[src/rtl/ind_status_ctrl.sv]
// ind_status_ctrl
//   Master-side stage of the intf indication/status link. The slave drives the
//   asynchronous `ind` level. This block synchronizes and debounces it, and it
//   turns every qualified edge into a queued event. It then presents the
//   events one at a time on `status`. Each request is held until the local
//   logic acknowledges it or until it times out.
//
// Ports
//   clk          clock
//   rst          synchronous reset, active-high
//   ind_i        `ind` from the interface, asynchronous to clk
//   ack_i        local acknowledge of the current request (ignored outside REQ)
//   clr_i        clears the sticky overflow/timeout flags
//   status_o     `status` to the interface, high while a request is outstanding
//   pend_cnt_o   queued events not yet presented/acked (saturating)
//   event_cnt_o  total qualified events (wraps)
//   overflow_o   sticky: an event arrived while the pending counter was full
//   timeout_o    sticky: a request expired without an acknowledge
//
// Build option
//   IND_FALL_EVENT_EN  when defined, falling edges of the filtered level are
//                      events too. By default only rising edges count.

module ind_status_ctrl #(
  parameter int STABLE_CYCLES  = 4,
  parameter int CNT_W          = 4,
  parameter int TOT_W          = 16,
  parameter int TIMEOUT_CYCLES = 256
) (
  input  logic             clk,
  input  logic             rst,
  input  logic             ind_i,
  input  logic             ack_i,
  input  logic             clr_i,
  output logic             status_o,
  output logic [CNT_W-1:0] pend_cnt_o,
  output logic [TOT_W-1:0] event_cnt_o,
  output logic             overflow_o,
  output logic             timeout_o
);

  localparam int DW = $clog2(STABLE_CYCLES) + 1;
  localparam int TW = $clog2(TIMEOUT_CYCLES);
  localparam logic [DW-1:0]    DB_LAST  = DW'(STABLE_CYCLES - 1);
  localparam logic [TW-1:0]    TO_LAST  = TW'(TIMEOUT_CYCLES - 1);
  localparam logic [CNT_W-1:0] PEND_MAX = '1;

  typedef enum logic [1:0] {
    IDLE = 2'd0,
    REQ  = 2'd1,
    GAP  = 2'd2
  } state_t;

  state_t        state, state_n;
  logic          s1, s2;
  logic          filt, filt_d;
  logic [DW-1:0] db_cnt;
  logic [TW-1:0] timer, timer_n;
  logic          evt;
  logic          dec;
  logic          to_hit;
  logic          ovf_set;

  // Two-flop synchronizer followed by the debounce filter. The filtered
  // level follows s2 only after s2 has disagreed with it for STABLE_CYCLES
  // consecutive cycles. filt_d is the previous filtered level, which the
  // edge detector uses.
  always_ff @(posedge clk) begin
    if (rst) begin
      s1     <= 1'b0;
      s2     <= 1'b0;
      filt   <= 1'b0;
      filt_d <= 1'b0;
      db_cnt <= '0;
    end else begin
      s1     <= ind_i;
      s2     <= s1;
      filt_d <= filt;
      if (s2 != filt) begin
        if (db_cnt == DB_LAST) begin
          filt   <= s2;
          db_cnt <= '0;
        end else begin
          db_cnt <= db_cnt + DW'(1);
        end
      end else begin
        db_cnt <= '0;
      end
    end
  end

  // An event is an edge of the filtered level. It takes effect in the
  // counters on the next clock edge.
`ifdef IND_FALL_EVENT_EN
  assign evt = filt ^ filt_d;
`else
  assign evt = filt & ~filt_d;
`endif

  // Request FSM: next state, timeout timer and dequeue strobe.
  // GAP returns straight to REQ when more events are queued. Back-to-back
  // requests are therefore separated by exactly one low cycle on status.
  always_comb begin
    state_n = state;
    timer_n = timer;
    dec     = 1'b0;
    to_hit  = 1'b0;
    case (state)
      IDLE: begin
        if (pend_cnt_o != '0) begin
          state_n = REQ;
          timer_n = '0;
        end
      end
      REQ: begin
        timer_n = timer + TW'(1);
        if (ack_i) begin
          dec     = 1'b1;
          state_n = GAP;
        end else if (timer == TO_LAST) begin
          dec     = 1'b1;
          to_hit  = 1'b1;
          state_n = GAP;
        end
      end
      GAP: begin
        if (pend_cnt_o != '0) begin
          state_n = REQ;
          timer_n = '0;
        end else begin
          state_n = IDLE;
        end
      end
      default: begin
        state_n = IDLE;
      end
    endcase
  end

  // FSM state register. status is registered from the next-state decode,
  // so no input reaches an output combinationally.
  always_ff @(posedge clk) begin
    if (rst) begin
      state    <= IDLE;
      timer    <= '0;
      status_o <= 1'b0;
    end else begin
      state    <= state_n;
      timer    <= timer_n;
      status_o <= (state_n == REQ);
    end
  end

  // A full queue only overflows when no slot frees in the same cycle.
  assign ovf_set = evt && !dec && (pend_cnt_o == PEND_MAX);

  // Event counters and sticky flags. When a flag sets in the same cycle
  // that clr_i is high, the set takes priority.
  always_ff @(posedge clk) begin
    if (rst) begin
      pend_cnt_o  <= '0;
      event_cnt_o <= '0;
      overflow_o  <= 1'b0;
      timeout_o   <= 1'b0;
    end else begin
      if (evt) begin
        event_cnt_o <= event_cnt_o + TOT_W'(1);
      end

      if (evt && !dec) begin
        if (pend_cnt_o != PEND_MAX) begin
          pend_cnt_o <= pend_cnt_o + CNT_W'(1);
        end
      end else if (dec && !evt) begin
        pend_cnt_o <= pend_cnt_o - CNT_W'(1);
      end

      if (ovf_set) begin
        overflow_o <= 1'b1;
      end else if (clr_i) begin
        overflow_o <= 1'b0;
      end

      if (to_hit) begin
        timeout_o <= 1'b1;
      end else if (clr_i) begin
        timeout_o <= 1'b0;
      end
    end
  end

endmodule

[config.mk]
export PLATFORM = sky130hd
export DESIGN_NAME = ind_status_ctrl
export DESIGN_NICKNAME = d
export VERILOG_FILES = /design/src/rtl/ind_status_ctrl.sv
export SDC_FILE = /design/constraint.sdc
export NUM_CORES = 1
export LEC_CHECK = 0
export ABC_CLOCK_PERIOD_IN_PS = 3400
export CELL_PAD_IN_SITES_DETAIL_PLACEMENT = 0
export CELL_PAD_IN_SITES_GLOBAL_PLACEMENT = 2
export CORE_UTILIZATION = 32
export CTS_CLUSTER_DIAMETER = 50
export DETAILED_ROUTE_END_ITERATION = 8
export GPL_TIMING_DRIVEN = 0
export PLACE_DENSITY = 0.86
export SLEW_MARGIN = 20
export SYNTH_ARGS = -nofsm -noshare
export SYNTH_HDL_FRONTEND = slang
export SYNTH_SLANG_ARGS = --single-unit
[constraint.sdc]
create_clock -name clk -period 3.4 [get_ports clk]
set_input_delay 0.85 -clock clk [delete_from_list [all_inputs] [get_ports clk]]
set_output_delay 0.85 -clock clk [all_outputs]
set_load 0.01 [all_outputs]
==> impl_metrics.csv <==
group,metric,value,unit
status,status,"finished clean",
global_routing,grt_max_degree,12,
sta,finalSetupViolCount,0,
die,core,5200,µm²
clocking,h-tree-depth,2,
global_routing,grt_pass1_wl,6300,µm
drt,firstDrtPassIters,5,
worst_setup_path,crit_type,"input port to register",
layout,drive_gt1_share,5.78,%
logic_synthesis,ys.flop_type,"dfxtp_1",
drt,vias,1403,
sta,fin_crit_sh,86.3,%
job,cap_violations,0,
sta,maxSlewViolCount,0,
placement,gp_congestion,0.684,
layout,fin_area,2200,µm²
layout,diodes,0,
placement,place_ws,169,ps
clocking,cts_inserted_buffers,5,
sta,finalClockSkew,2.60,ps
placement,postPlaceCellArea,2110,µm²
sta,tightest_slew,499,ps
pwr,power_density,499,nW/µm²
drt,wl,3450,µm
logic_synthesis,yosysWarnings,0,
logic_synthesis,ys_ff_latch,40,
drt,drc_errors,0,
logic_synthesis,syn-mean-instance-area,9.24,µm²
clocking,path_clk_slew,70,ps
worst_setup_path,slowest_delay,500,ps
logic_synthesis,synth_fp_nets,202,
worst_setup_path,worstSetupStartpointType,"input port",
layout,area_growth,25.5,%
drt,ant_nets,0,
logic_synthesis,syn_inst,190,
global_routing,grt-ovfl-total,0,
sta,fmax,341,MHz
die,initial_utilization,33.7,%
pwr,leakagePower,0.807,nW
logic_synthesis,synth.distinct_cells,40,
clocking,cts_tree,"done",
global_routing,grt_use_total,13.4,%
die,die_h,76.1,µm
global_routing,antenna_found_initial,0,
layout,nets,236,
die,die_w,76.1,µm
sta,fin_tns_setup,0,ps
clocking,post_cts_resized,0,
die,dieArea,5790,µm²
die,pin_count,28,
clocking,postCtsSetupBuffers,0,
logic_synthesis,synth_edf_count,0,
clocking,clk_latency,280,ps
placement,post-dp-hpwl,2440,µm
drt,first_iter_violations,40,
worst_setup_path,cpMostUsedCell,"a21o_1",
logic_synthesis,ys_seq_area_share,45.6,%
sta,maxSlewHeadroom,66.7,%
clocking,cts_sinks,40,
worst_setup_path,required,3560,ps
sta,rsz0062_at_grt,"false",
min_path,hold_class,"register to register",
worst_setup_path,path_max_fanout,4,
worst_setup_path,cp-end-kind,"register",
sta,period_minus_slack,2930,ps
placement,port_buffers,27,
clocking,clk_path_buf_depth,2,
logic_synthesis,synth_area,1760,µm²
pwr,vdd_drop_max,0.256,mV
worst_setup_path,slowest_stage,"clkdlybuf4s50_1",
sta,hold_viol,0,
drt,vias_per_cell,4.76,
worst_setup_path,cp.arrival,3090,ps
logic_synthesis,async_flop_share,0,%
clocking,holdBufCountCts,0,
die,rows,26,
sta,fin_hold_ws,424,ps
sta,fin_ws,467,ps
global_routing,grt_pass1_vias,1359,
drt,wl_per_cell,11.7,µm
clocking,cts_root_buf,"clkbuf_8",
worst_setup_path,crit_chain,"clkdlybuf4s50_1 > a21o_1 > nand2_1 > nand2_1 > ha_1 > a21o_1 > a21o_1 > nor4b_1 > o21ai_0 > nor3b_1",
final timing paths:
kind         startpoint       endpoint  slack [ps]  cells past startpoint
min           db_cnt[0]      db_cnt[0]         420                      1
max reg2reg    timer[0]  pend_cnt_o[3]         650                     11
max               ack_i  pend_cnt_o[3]         470                     10
min reg2reg   db_cnt[0]      db_cnt[0]         420                      1
cell type report:
class | instances | area, µm²
Fill cell | 534 | 3000
Multi-Input combinational cell | 140 | 908
Sequential cell | 40 | 801
Timing Repair Buffer | 27 | 270
Clock buffer | 8 | 90.1
Tap cell | 70 | 87.6
Buffer | 7 | 35.0
Inverter | 3 | 11.3
metrics by stage:
stage	utilization [%]	instances	power, mW
finish	42.3	295	1.10
global placement	40.6	287	0.792
floorplan	-	190	0.711
CTS	42.3	295	1.12
global route	42.3	295	1.17
detailed placement	40.6	287	0.791
cells in the mapped netlist (2+ instances only):
master | instances | area [µm²]
inv_1 | 3 | 11.3
nor3_1 | 2 | 10.0
nand3_1 | 5 | 25.0
nor2b_1 | 5 | 31.3
nand2b_1 | 2 | 12.5
nand4_1 | 3 | 18.8
a21o_1 | 3 | 22.5
or3_1 | 3 | 18.8
xor2_1 | 15 | 131
and3_1 | 5 | 31.3
clkbuf_1 | 5 | 18.8
nand2_1 | 12 | 45.0
xnor2_1 | 7 | 61.3
o211ai_1 | 2 | 15.0
o2111ai_1 | 3 | 26.3
dfxtp_1 | 40 | 801
ha_1 | 6 | 75.1
mux2i_1 | 2 | 20.0
o21ai_0 | 3 | 15.0
a21oi_1 | 5 | 25.0
and4_1 | 4 | 35.0
nor2_1 | 37 | 139
power breakdown:
group / total (mW) / switching, mW / internal, mW / leakage [nW]
Sequential: 0.533 / 0.0334 / 0.499 / 0.323
Clock: 0.321 / 0.155 / 0.166 / 0.0455
Combinational: 0.245 / 0.138 / 0.108 / 0.438
layout by cell type (no fill, tap or decap), types with 2 or more instances in the layout:
master           count
xnor2_1              7
a21oi_1              5
and4_1               4
clkdlybuf4s50_1     27
nor2_1              37
nand2b_1             2
ha_1                 6
o211ai_1             2
and3_1               5
nor3_1               2
mux2i_1              2
clkbuf_1             7
or3_1                3
inv_1                3
nand4_1              3
nor2b_1              5
clkbuf_8             6
xor2_1              15
dfxtp_1             40
nand2_1             12
o21ai_0              3
nand3_1              5
o2111ai_1            3
a21o_1               3
sequential cells by signal, indices dropped and copies added (netlist names), 2 cells and up:
signal	flops
state	2
db_cnt	3
pend_cnt_o	4
event_cnt_o	16
timer	8
cells by family after synthesis:
group / share of synthesized area [%]
simple gates: 23.9
flops: 45.6
compound gates: 10.3
xor+xnor: 11.0
buf+inv: 2.64
fa+ha+maj: 5.42
mux: 1.14
critical path, delay by kind of cell:
family	cells	cell delay [ps]
adders and majority gates	1	310
AOI/OAI and AO/OA	4	710
buffers and inverters	1	500
and+or+nand+nor	4	720
metal layers:
metal  vias up  routed length (µm)  track usage [%]
met3         4                 100             2.99
met2        29                1540             20.7
met5         -                   0                0
li1        724                   -                -
met1       646                1770             17.9
met4         0                  38             5.77
(Power assumes the default switching activity.)
